File: src/rtl/clk_div_prog.sv
// clk_div_prog -- runtime-programmable integer clock divider.
//
// Produces a registered divided clock o_clk and a one-cycle o_tick strobe
// for any ratio N >= 2, odd or even. Each period has floor(N/2) high cycles
// followed by the remaining low cycles. A new ratio is loaded through a
// valid/ready handshake and takes effect only on a period boundary, so no
// period is ever truncated or merged.
//
// Optional feature macro: CLK_DIV_ODD_50_EN
//   When defined, a falling-edge flop stretches the high phase by half an
//   i_clk cycle for odd N, giving exactly 50% duty. o_tick is unaffected.
//   When undefined, the design uses the rising edge only.
//
// Parameters:
//   P_CNT_WIDTH   - width of the ratio and of the internal counter
//   P_DIV_DEFAULT - ratio in effect after reset (>= 2, < 2**P_CNT_WIDTH)
//
// Ports:
//   i_clk        - clock, all state on the rising edge (see macro above)
//   i_rst        - synchronous active-high reset
//   i_en         - run enable, 0 holds the divider idle with o_clk low
//   i_div        - requested ratio N
//   i_div_valid  - i_div is valid
//   o_div_ready  - a new ratio can be accepted
//   o_cfg_err    - one-cycle pulse after a request with N < 2 is accepted
//   o_div_cur    - ratio currently in effect
//   o_clk        - divided output
//   o_tick       - pulse on the first high cycle of each o_clk period
//
// Handshake: a request transfers on any rising edge where i_div_valid and
// o_div_ready are both 1. i_div is only looked at on that edge. A legal
// ratio is parked as pending and o_div_ready stays low until it is applied;
// an illegal ratio is dropped, o_cfg_err pulses and o_div_ready stays high.
module clk_div_prog #(
  parameter int P_CNT_WIDTH   = 16,
  parameter int P_DIV_DEFAULT = 2
) (
  input  logic                   i_clk,
  input  logic                   i_rst,
  input  logic                   i_en,
  input  logic [P_CNT_WIDTH-1:0] i_div,
  input  logic                   i_div_valid,
  output logic                   o_div_ready,
  output logic                   o_cfg_err,
  output logic [P_CNT_WIDTH-1:0] o_div_cur,
  output logic                   o_clk,
  output logic                   o_tick
);

  localparam logic [P_CNT_WIDTH-1:0] DIV_RST = P_CNT_WIDTH'(P_DIV_DEFAULT);
  localparam logic [P_CNT_WIDTH-1:0] CNT_ONE = P_CNT_WIDTH'(1);
  localparam logic [P_CNT_WIDTH-1:0] DIV_MIN = P_CNT_WIDTH'(2);

  typedef enum logic [1:0] {
    ST_IDLE = 2'd0,
    ST_HIGH = 2'd1,
    ST_LOW  = 2'd2
  } state_t;

  // FSM state kept as a named enum so checkers can bind to it directly.
  state_t                 state_q;
  logic [P_CNT_WIDTH-1:0] cnt_q;
  logic [P_CNT_WIDTH-1:0] div_cur_q;
  logic [P_CNT_WIDTH-1:0] div_pend_q;
  logic                   pend_vld_q;
  logic                   clk_q;
  logic                   tick_q;
  logic                   cfg_err_q;

  logic [P_CNT_WIDTH-1:0] half_last;
  logic [P_CNT_WIDTH-1:0] period_last;
  logic                   accept;
  logic                   at_boundary;
  logic                   apply_pend;

  // N >= 2 is guaranteed for div_cur_q, so neither subtraction can wrap.
  assign half_last   = (div_cur_q >> 1) - CNT_ONE;
  assign period_last = div_cur_q - CNT_ONE;

  // Ready is simply "nothing pending", so accept and apply never coincide.
  assign accept      = i_div_valid & ~pend_vld_q;
  assign at_boundary = i_en && (state_q == ST_LOW) && (cnt_q == period_last);

  // In IDLE the pending ratio lands on the next edge regardless of i_en;
  // while running it waits for the LOW->HIGH wrap.
  assign apply_pend  = pend_vld_q && ((state_q == ST_IDLE) || at_boundary);

  always_ff @(posedge i_clk) begin
    if (i_rst) begin
      state_q    <= ST_IDLE;
      cnt_q      <= '0;
      div_cur_q  <= DIV_RST;
      div_pend_q <= DIV_RST;
      pend_vld_q <= 1'b0;
      clk_q      <= 1'b0;
      tick_q     <= 1'b0;
      cfg_err_q  <= 1'b0;
    end else begin
      tick_q    <= 1'b0;
      cfg_err_q <= 1'b0;

      // Disable has priority over every other transition.
      if (!i_en) begin
        state_q <= ST_IDLE;
        cnt_q   <= '0;
        clk_q   <= 1'b0;
      end else begin
        case (state_q)
          ST_IDLE: begin
            state_q <= ST_HIGH;
            cnt_q   <= '0;
            clk_q   <= 1'b1;
            tick_q  <= 1'b1;
          end
          ST_HIGH: begin
            cnt_q <= cnt_q + CNT_ONE;
            if (cnt_q == half_last) begin
              state_q <= ST_LOW;
              clk_q   <= 1'b0;
            end
          end
          ST_LOW: begin
            if (cnt_q == period_last) begin
              state_q <= ST_HIGH;
              cnt_q   <= '0;
              clk_q   <= 1'b1;
              tick_q  <= 1'b1;
            end else begin
              cnt_q <= cnt_q + CNT_ONE;
            end
          end
          default: begin
            state_q <= ST_IDLE;
            cnt_q   <= '0;
            clk_q   <= 1'b0;
          end
        endcase
      end

      if (apply_pend) begin
        div_cur_q  <= div_pend_q;
        pend_vld_q <= 1'b0;
      end

      if (accept) begin
        if (i_div >= DIV_MIN) begin
          div_pend_q <= i_div;
          pend_vld_q <= 1'b1;
        end else begin
          cfg_err_q <= 1'b1;
        end
      end
    end
  end

`ifdef CLK_DIV_ODD_50_EN
  // Samples the last high cycle of an odd period at the falling edge and
  // holds o_clk high for the first half of the following low cycle.
  logic clk_fall_q;

  always_ff @(negedge i_clk) begin
    if (i_rst) begin
      clk_fall_q <= 1'b0;
    end else begin
      clk_fall_q <= clk_q & div_cur_q[0];
    end
  end

  assign o_clk = clk_q | clk_fall_q;
`else
  assign o_clk = clk_q;
`endif

  assign o_tick      = tick_q;
  assign o_div_ready = ~pend_vld_q;
  assign o_cfg_err   = cfg_err_q;
  assign o_div_cur   = div_cur_q;

endmodule

File: config.mk
export PLATFORM = sky130hd
export DESIGN_NAME = clk_div_prog
export DESIGN_NICKNAME = d
export VERILOG_FILES = /design/src/rtl/clk_div_prog.sv
export SDC_FILE = /design/constraint.sdc
export NUM_CORES = 1
export LEC_CHECK = 0
export CAP_MARGIN = 25
export CORE_MARGIN = 2
export CORE_UTILIZATION = 51
export DETAILED_ROUTE_END_ITERATION = 8
export HOLD_SLACK_MARGIN = 0.05
export PLACE_DENSITY = 0.74
export SETUP_SLACK_MARGIN = 0.5
export SYNTH_ARGS = -nofsm -noshare
export SYNTH_HDL_FRONTEND = slang
export SYNTH_SLANG_ARGS = --single-unit
export TNS_END_PERCENT = 1
File: constraint.sdc
create_clock -name i_clk -period 3.1 [get_ports i_clk]
set_input_delay 0.775 -clock i_clk [delete_from_list [all_inputs] [get_ports i_clk]]
set_output_delay 0.775 -clock i_clk [all_outputs]
set_load 0.01 [all_outputs]
==> summary.md, run 1 <==
| Metric | Value |
|---|---|
| Vias per inst | `6.03` |
| Register share of total power | `47.9%` |
| Overall power | `1.53 mW` |
| Hold Path Sink | `o_div_cur[6]` |
| CP Capture Type | `register` |
| Die span in y | `85.7 µm` |
| Post-Synth Adder-Cell Area | `2.20%` |
| Clk_lat worst skew | `0.32 ns` |
| WL/cell | `16.5 µm` |
| Sw Ratio | `30.4%` |
| Net Count, Synth | `428` |
| Hold path cells | `2` |
| Power Dens Cells | `373 nW/µm²` |
| Number of synthesized flops with an enable pin | `0` |
| Share of cells above drive strength 1 | `14.2%` |
| Asr flop ratio synth | `0%` |
| Hold Worst Slack | `0.466 ns` |
| Post-synthesis simple-gate area fraction | `25.8%` |
| Tmin final | `2.58 ns` |
| HP Start | `div_pend_q[6]` |
| Syn Std Cell Area | `3410 µm²` |
| Total Routing Usage GR | `22.4%` |
| Clock Power Share | `28.4%` |
| Rel. slew slack | `41.2%` |
| Synth Instances | `402` |
| Num CTS Buffers | `5` |
| Number of synthesized register bits | `53` |
| Fin crit share | `83.1%` |
| Max-slew violation total from the final report | `0` |
| Sequential area share after synthesis | `31.2%` |
| Gpl congestion | `0.935` |
| Worst r2r path cells | `11` |
| Yosys cell types | `66` |
| Vias in the first global route | `2752` |
| Reg-to-reg endpoint | `cnt_q[15]` |
| Most common cell after layout, fill and taps aside | `nor2_1` |
| Core area | `6420 µm²` |
| Initial antenna violation count | `0` |
| Post-Place Setup Slack | `0.406 ns` |
| Non-filler instance count after layout | `508` |
| CTS tree | `done` |
| Final setup viols | `0` |
| Reg2reg setup slack | `0.52 ns` |
| Worst EP required | `3.32 ns` |
| Fillers | `527` |
| Grt met2 use | `39.8%` |
| Slew @ Worst Pin | `0.882 ns` |
| Cell Rows | `29` |
| DRC Markers | `0` |
| Pleak | `1.43 nW` |
| TNS Setup | `0 ns` |
| Worst VDD drop | `0.000397 V` |
| Grt total ovfl | `0` |
| Hold Violations, Final | `0` |
| Commonest non-fill, non-tap cells in the layout | `nor2_1, dfxtp_1, clkdlybuf4s50_1` |
| CTS HTree Levels | `2` |
| Worst-path clk slew | `0.10 ns` |
| Mean Syn Cell Area | `8.47 µm²` |
| Clk root buf | `clkbuf_8` |
| Fin util | `63.7%` |
| Compound-gate portion of the synthesized area | `15.6%` |
| Synth warn | `0` |
| Largest family of logic cells by synthesized area | `simple AND/OR/NAND/NOR gates` |
| Combinational Power Share | `23.7%` |
| First-pass GRT wire length | `13400 µm` |
| Footprint of the multi-input gates | `2230 µm²` |
| Min-delay worst type | `reg -> reg` |
| # diodes | `0` |
| Clock buffer depth | `2` |
| Mux share of post-synthesis cell area | `5.29%` |
| Max-cap violations | `0` |
| DRT Wirelength | `8360 µm` |
| WS Path Type | `reg -> reg` |
| Nets | `456` |
| Layout area overhead | `20.2%` |
| Num ports | `40` |
| # clock sinks | `53` |
| Inst Count DP | `490` |
| Worst Clk Skew | `0.00663 ns` |
| Placed cell areas | `3770 µm²` |
| Final worst slack | `0.523 ns` |
| Worst reg2reg startpoint | `o_div_cur[1]` |
| Outcome | `complete, no violations` |
| Unrepaired setup endpoints after global routing | `yes` |
| Initial DRC Count | `261` |
| Psw | `464 µW` |
| Initial Util | `53.0%` |
| Internal power | `1.06 mW` |
| Port buffer count | `39` |
| Post-route ant nets | `0` |
| Fmax | `388 MHz` |
| Sequential cell area | `1080 µm²` |
| Global Route met3 Usage | `4.33%` |
| GR peak layer | `met2` |
| Post-DP HPWL | `5710 µm` |
| CP startpoint kind | `register` |
| DIE AREA | `7350 µm²` |
| DIE WIDTH | `85.7 µm` |
| Largest net degree at the start of global routing | `23` |
| Worst Setup SP | `o_div_cur[1]` |
| Final Cell Area | `4090 µm²` |
| Top_reg_cell synth | `dfxtp_1` |
| WP data arrival | `2.79 ns` |
| CP max FO | `8` |
| Post-Synth XOR/XNOR Area | `13.0%` |
| Vias after detailed routing | `3063` |
| DRT Pass-1 Iters | `5` |
| Met1 usage | `28.0%` |
[how the worst max path moves through the flow]
stage,endpoint,slack [ns]
after floorplan,cnt_q[0],0.48
after global placement,div_pend_q[3],0.42
after detailed placement,div_pend_q[6],0.41
after CTS,cnt_q[8],0.51
after global routing,state_q[0],0.43
final,cnt_q[15],0.52
[power groups by stage]
stage	registers (mW)	logic [mW]	clock network [mW]
2_1_floorplan	0.735	0.222	0
3_3_place_gp	0.747	0.296	0
3_5_place_dp	0.748	0.300	0
4_1_cts	0.733	0.311	0.438
5_1_grt	0.736	0.386	0.471
6_report	0.732	0.363	0.433
[sequential cells by signal (all words and copies together), names as in the netlist]
name / flops
state_q: 2
cnt_q: 16
pend_vld_q: 1
div_pend_q: 16
o_tick: 1
o_div_cur: 16
o_cfg_err: 1
[worst max-delay path, cell delays in order, from the launching register on]
cell	delay (ns)
dfxtp_2	0.39
inv_2	0.07
ha_1	0.20
nor2b_1	0.13
buf_4	0.16
xor2_1	0.16
nor4_2	0.29
o311ai_4	0.20
o31a_2	0.39
o2111ai_4	0.25
buf_6	0.18
nor2_1	0.05
[timing repair]
action	in CTS	in global routing
setup buffers	3	5
gates cloned	1	1
hold buffers	0	0
resized for setup	6	23
endpoints found under the setup margin	34	35
pin swaps	4	11
[cells in the mapped netlist, types with 3 or more instances]
cell type  count  area, µm²
dfxtp_1       53       1060
nor2_1        50        188
nand3_1       28        140
xnor2_1       28        245
a21oi_1       22        110
o21ai_0       19       95.1
xor2_1        19        166
clkbuf_1      18       67.6
mux2i_1       18        180
inv_1         11       41.3
nand2_1       10       37.5
buf_2          9       45.0
nand4_1        8       50.1
nor3_1         8       40.0
and3_1         7       43.8
ha_1           6       75.1
nor4_1         6       37.5
nor2b_1        5       31.3
a211oi_1       4       30.0
buf_4          4       30.0
buf_6          4       45.0
a31oi_1        3       18.8
nand2b_1       3       18.8
nand4b_1       3       26.3
nor3b_1        3       22.5
[kinds of logic after synthesis]
| group | count (synthesis) |
|---|---|
| AND/OR/NAND/NOR | 153 |
| AO/OA/AOI/OAI | 75 |
| flip-flops | 53 |
| XOR/XNOR | 49 |
| buffers and inverters | 48 |
| multiplexers | 18 |
| adder cells (fa/ha/maj) | 6 |
[per-layer routing]
| metal | routed length [µm] | up-vias |
|---|---|---|
| met3 | 420 | 7 |
| met2 | 4230 | 105 |
| met1 | 3650 | 1463 |
| li1 | - | 1488 |
| met4 | 59 | 0 |
| met5 | 0 | - |
[cell type report]
| class | instances | area share, % |
|---|---|---|
| clock inverters | 2 | 0.428 |
| multi-input cells | 302 | 54.4 |
| flip-flops and latches | 53 | 26.3 |
| repair buffers | 57 | 13.4 |
| inverters | 11 | 1.01 |
| clock buffers | 6 | 2.02 |
| well taps | 77 | 2.35 |
No activity file was read; power rests on OpenSTA's default activity.
==> inputs of run 2 (changes only) <==
--- a/config.mk
+++ b/config.mk
@@ -10,7 +10,7 @@
 export CORE_UTILIZATION = 51
 export DETAILED_ROUTE_END_ITERATION = 8
 export HOLD_SLACK_MARGIN = 0.05
-export PLACE_DENSITY = 0.74
+export PLACE_DENSITY = 0.77
 export SETUP_SLACK_MARGIN = 0.5
 export SYNTH_ARGS = -nofsm -noshare
 export SYNTH_HDL_FRONTEND = slang
==> constraint.sdc (replaced) <==
create_clock -name i_clk -period 2.35 [get_ports i_clk]
set_input_delay 0.5875 -clock i_clk [delete_from_list [all_inputs] [get_ports i_clk]]
set_output_delay 0.5875 -clock i_clk [all_outputs]
set_load 0.01 [all_outputs]
==> run 2 against run 1 <==
Against the previous run: the flow now finishes with violations (setup timing); sequential power is 30% higher; worst hold slack better by 0.0080 ns; wire length is 9.1% higher; power is 37% higher; clock-buffer cell count stayed put; via count is 7.5% higher; combinational power is 56% higher; largest cell class unchanged; highest routed layer unchanged.
==> summary.md, run 2 (same netlist as run 1, synthesis figures left out) <==
| Metric | Value |
|---|---|
| Overall power | `2.10 mW` |
| Fmax | `387 MHz` |
| CP top delay family | `compound AO/OA/AOI/OAI gates` |
| DRC Markers | `0` |
| Port buffer count | `39` |
| CP max FO | `16` |
| Power Dens Cells | `454 nW/µm²` |
| Rel. slew slack | `65.2%` |
| Die span in y | `85.7 µm` |
| Clk root buf | `clkbuf_8` |
| Max-cap violations | `0` |
| CTS HTree Levels | `2` |
| Hold buffer count at CTS | `0` |
| Core area | `6420 µm²` |
| Buf+Inv Stages, Crit Path | `3` |
| Hold Path Sink | `o_div_cur[7]` |
| Hold Violations, Final | `0` |
| Final worst slack | `-0.237 ns` |
| WP data arrival | `2.78 ns` |
| Post-route ant nets | `0` |
| Final Cell Area | `4620 µm²` |
| Pleak | `1.83 nW` |
| Worst VDD drop | `0.000317 V` |
| Grt total ovfl | `0` |
| Reg-to-reg endpoint | `o_div_cur[6]` |
| Fin crit share | `110%` |
| Internal power | `1.45 mW` |
| Layout area overhead | `35.8%` |
| # clock sinks | `53` |
| Share of cells above drive strength 1 | `27.3%` |
| Most common cell after layout, fill and taps aside | `buf_4` |
| Vias per inst | `5.87` |
| Initial DRC Count | `206` |
| Critical path's largest stage delay | `0.56 ns` |
| Num ports | `40` |
| # diodes | `0` |
| CP Capture Type | `register` |
| Unrepaired setup endpoints after global routing | `yes` |
| WS Path Type | `reg -> reg` |
| Max-slew violation total from the final report | `0` |
| Total Routing Usage GR | `24.9%` |
| Worst-path clk slew | `0.10 ns` |
| Worst Setup SP | `o_div_cur[1]` |
| Cell chain of the critical path | `inv_4 > buf_6 > ha_4 > or3b_4 > a21boi_2 > o32a_1 > nand4_4 > buf_4 > o41a_4 > o21ai_1 > a21oi_1` |
| Sw Ratio | `30.7%` |
| Vias in the first global route | `3269` |
| Nets | `509` |
| Num CTS Buffers | `5` |
| WL/cell | `16.3 µm` |
| Register share of total power | `45.4%` |
| Post-DP HPWL | `6650 µm` |
| Worst r2r path cells | `11` |
| CP startpoint kind | `register` |
| Initial Util | `53.0%` |
| Largest net degree at the start of global routing | `34` |
| Inst Count DP | `545` |
| Min-delay worst type | `reg -> reg` |
| TNS Setup | `-4.84 ns` |
| First-pass GRT wire length | `14900 µm` |
| DIE AREA | `7350 µm²` |
| Commonest non-fill, non-tap cells in the layout | `buf_4, dfxtp_1, nor2_1` |
| Gpl congestion | `0.946` |
| Tmin final | `2.59 ns` |
| Vias after detailed routing | `3294` |
| Worst reg2reg startpoint | `o_div_cur[1]` |
| Non-filler instance count after layout | `561` |
| Worst path slowest cell | `o41a_4` |
| Failing checks | `setup timing` |
| Clk_lat worst skew | `0.31 ns` |
| DRT Pass-1 Iters | `4` |
| Clock Power Share | `27.7%` |
| Worst EP required | `2.54 ns` |
| HP Start | `div_pend_q[7]` |
| Psw | `645 µW` |
| Slew @ Worst Pin | `0.517 ns` |
| Final setup viols | `35` |
| Cell Rows | `29` |
| CTS tree | `done` |
| Number of cells on the critical path | `11` |
| Reg2reg setup slack | `-0.24 ns` |
| Worst Clk Skew | `0.00430 ns` |
| DRT Wirelength | `9130 µm` |
| Placed cell areas | `4250 µm²` |
| Hold path cells | `2` |
| Combinational Power Share | `26.9%` |
| Hold Worst Slack | `0.474 ns` |
| Outcome | `complete, but fails checks` |
| Initial antenna violation count | `0` |
| DIE WIDTH | `85.7 µm` |
| Clock buffer depth | `2` |
[run 2: worst max-delay path by stage]
stage / slack (ns) / end
finish: -0.24 / o_div_cur[6]
global route: -0.31 / o_div_cur[9]
CTS: -0.17 / o_div_cur[15]
global placement: -0.20 / o_div_cur[11]
detailed placement: -0.31 / o_div_cur[11]
floorplan: -0.24 / o_div_cur[1]
[run 2: layout make-up]
class	count	area, µm²
Clock inverter	2	17.5
Inverter	11	43.8
Timing Repair Buffer	111	1040
Fill cell	450	1800
Tap cell	77	96.3
Multi-Input combinational cell	301	2280
Sequential cell	53	1070
Clock buffer	6	82.6
[run 2: metal layers]
metal	vias to the layer above	wire length [µm]	GRT usage, %
met3	26	386	3.95
met1	1594	3960	30.7
met4	0	238	8.66
met5	-	0	0
li1	1584	-	-
met2	90	4550	44.0
[run 2: stage by stage]
stage                     util (%)  setup slack, ns
after global placement        66.2           -0.202
after CTS                     68.6           -0.166
after floorplan                  -           -0.238
after global routing          72.0           -0.310
final                         72.0           -0.237
after detailed placement      66.2           -0.313
[run 2: what timing repair did]
action,4_1_cts,5_1_grt
resized for setup,28,42
pin swaps,10,16
gates cloned,0,1
setup buffers,0,7
setup endpoints to repair,68,66
[run 2: power by group through the flow]
| stage | Sequential [mW] | Combinational (mW) | Clock, mW |
|---|---|---|---|
| 5_1_grt | 0.956 | 0.606 | 0.617 |
| 6_report | 0.952 | 0.565 | 0.581 |
| 4_1_cts | 0.952 | 0.510 | 0.582 |
| 2_1_floorplan | 0.970 | 0.298 | 0 |
| 3_5_place_dp | 0.972 | 0.495 | 0 |
| 3_3_place_gp | 0.971 | 0.479 | 0 |
[run 2: worst register-to-register path: stages (launching register included)]
cell,delay (ns)
dfxtp_2,0.35
inv_4,0.07
buf_6,0.09
ha_4,0.12
or3b_4,0.39
a21boi_2,0.15
o32a_1,0.18
nand4_4,0.10
buf_4,0.17
o41a_4,0.56
o21ai_1,0.19
a21oi_1,0.10
==> inputs of run 3 (changes only) <==
--- a/config.mk
+++ b/config.mk
@@ -7,10 +7,11 @@
 export LEC_CHECK = 0
 export CAP_MARGIN = 25
 export CORE_MARGIN = 2
-export CORE_UTILIZATION = 51
+export CORE_UTILIZATION = 35
 export DETAILED_ROUTE_END_ITERATION = 8
 export HOLD_SLACK_MARGIN = 0.05
-export PLACE_DENSITY = 0.77
+export MAX_ROUTING_LAYER = met4
+export PLACE_DENSITY = 0.53
 export SETUP_SLACK_MARGIN = 0.5
 export SYNTH_ARGS = -nofsm -noshare
 export SYNTH_HDL_FRONTEND = slang
==> run 3 against run 2 <==
Against the previous run: the run still ends with setup timing left; register-to-register slack better by 0.06 ns; via count is 3.2% lower; worst hold slack better by 0.0032 ns; design area is 1.6% higher; critical path type unchanged; sequential share of layout area is 0.34 points lower; clock power is 11% higher; first-iteration DRC count is 45% lower.
==> summary.md, run 3 (same netlist as run 1, synthesis figures left out) <==
| Metric | Value |
|---|---|
| # diodes | `0` |
| Die span in y | `103 µm` |
| Worst path slowest cell | `or3_4` |
| Commonest non-fill, non-tap cells in the layout | `buf_4, dfxtp_1, nor2_1` |
| Vias per inst | `5.17` |
| Unrepaired setup endpoints after global routing | `yes` |
| Final Cell Area | `4700 µm²` |
| Most frequent CP cell | `buf_4` |
| Slew @ Worst Pin | `0.446 ns` |
| CP startpoint kind | `register` |
| Clk_lat worst skew | `0.31 ns` |
| Outcome | `complete, but fails checks` |
| Max-cap violations | `0` |
| HP Start | `div_pend_q[4]` |
| CP Capture Type | `register` |
| Worst reg2reg startpoint | `o_div_cur[3]` |
| Min-delay worst type | `reg -> reg` |
| DRT Pass-1 Iters | `4` |
| Vias in the first global route | `3120` |
| Initial antenna violation count | `0` |
| Nets | `509` |
| WP data arrival | `2.72 ns` |
| Num CTS Buffers | `5` |
| Post-DP HPWL | `7040 µm` |
| Final setup viols | `34` |
| Initial DRC Count | `114` |
| # clock sinks | `53` |
| Worst Clk Skew | `0.00580 ns` |
| CTS HTree Levels | `2` |
| Post-Place Setup Slack | `-0.311 ns` |
| TNS Setup | `-2.97 ns` |
| Initial Util | `35.5%` |
| DRC Markers | `0` |
| Vias after detailed routing | `3189` |
| Fillers | `927` |
| Pleak | `1.84 nW` |
| Fin util | `49.0%` |
| Cell chain of the critical path | `buf_4 > or3_4 > nor4_2 > o311ai_4 > o41ai_4 > buf_4 > a21oi_1 > a311o_1` |
| DRT Wirelength | `9710 µm` |
| Most common cell after layout, fill and taps aside | `buf_4` |
| Largest net degree at the start of global routing | `34` |
| Port buffer count | `39` |
| Critical path's largest stage delay | `0.40 ns` |
| Hold Violations, Final | `0` |
| Failing checks | `setup timing` |
| DIE WIDTH | `103 µm` |
| Fmax | `397 MHz` |
| Tmin final | `2.52 ns` |
| Footprint of the multi-input gates | `2320 µm²` |
| Grt total ovfl | `0` |
| WL/cell | `15.7 µm` |
| Power Dens Cells | `463 nW/µm²` |
| CP max FO | `8` |
| Total Routing Usage GR | `19.3%` |
| Clk root buf | `clkbuf_8` |
| Clock buffer depth | `2` |
| Cell Rows | `36` |
| Gpl congestion | `0.804` |
| First-pass GRT wire length | `15500 µm` |
| CTS tree | `done` |
| Worst EP required | `2.55 ns` |
| DIE AREA | `10500 µm²` |
| Worst Setup SP | `o_div_cur[3]` |
| Worst VDD drop | `0.000248 V` |
| Non-filler instance count after layout | `617` |
| Final worst slack | `-0.172 ns` |
| Core area | `9590 µm²` |
| Inst Count DP | `603` |
| Share of cells above drive strength 1 | `27.5%` |
| Placed cell areas | `4310 µm²` |
| Worst-path clk slew | `0.10 ns` |
| Layout area overhead | `38.0%` |
| Sequential cell area | `1070 µm²` |
| Post-route ant nets | `0` |
| Num ports | `40` |
| WS Path Type | `reg -> reg` |
| Fin crit share | `107%` |
| Max-slew violation total from the final report | `0` |
| Rel. slew slack | `70.2%` |
==> run 3: per-layer routing <==
layer	vias to the layer above	track usage [%]	wire (µm)
met5	-	-	0
met4	0	5.74	161
met3	14	2.64	349
met2	71	33.6	4920
met1	1522	23.3	4280
li1	1582	-	-
==> run 3: area by class of cell <==
type                            count  area share, %
Inverter                           11          0.932
Tap cell                          133           3.54
Clock buffer                        6           1.54
Clock inverter                      2          0.826
Sequential cell                    53           22.7
Timing Repair Buffer              110           21.0
Multi-Input combinational cell    302           49.4
==> run 3: final timing paths <==
path / end / slack [ns] / cells after the start
setup / recovery: o_div_cur[1] / -0.17 / 8
hold / removal: o_div_cur[4] / 0.48 / 2
setup reg to reg: o_div_cur[1] / -0.17 / 8
hold reg to reg: o_div_cur[4] / 0.48 / 2
==> run 3: report_power, final <==
part | switching (mW) | internal (mW) | leakage [nW]
Combinational | 0.292 | 0.283 | 1.35
Clock | 0.326 | 0.321 | 0.0554
Sequential | 0.0243 | 0.927 | 0.432
==> run 3: critical path, delay by kind of cell, from the launching register on <==
| family | cells | cell delay, ns |
|---|---|---|
| compound gates | 4 | 0.90 |
| buf+inv | 2 | 0.38 |
| flops | 1 | 0.35 |
| simple gates | 2 | 0.77 |
==> run 3: repair_timing <==
action | CTS | global route
cloned | 2 | 0
resized for setup | 29 | 41
pin swaps | 18 | 13
setup endpoints to repair | 69 | 66
hold buffers | 0 | 0
buffers inserted | 1 | 3
==> run 3: through the flow <==
| step | power, mW | hold WS (ns) |
|---|---|---|
| after CTS | 2.16 | 0.477 |
| after floorplan | 1.27 | 0.436 |
| final | 2.17 | 0.478 |
| after detailed placement | 1.47 | 0.461 |
| after global routing | 2.27 | 0.507 |
| after global placement | 1.46 | 0.457 |
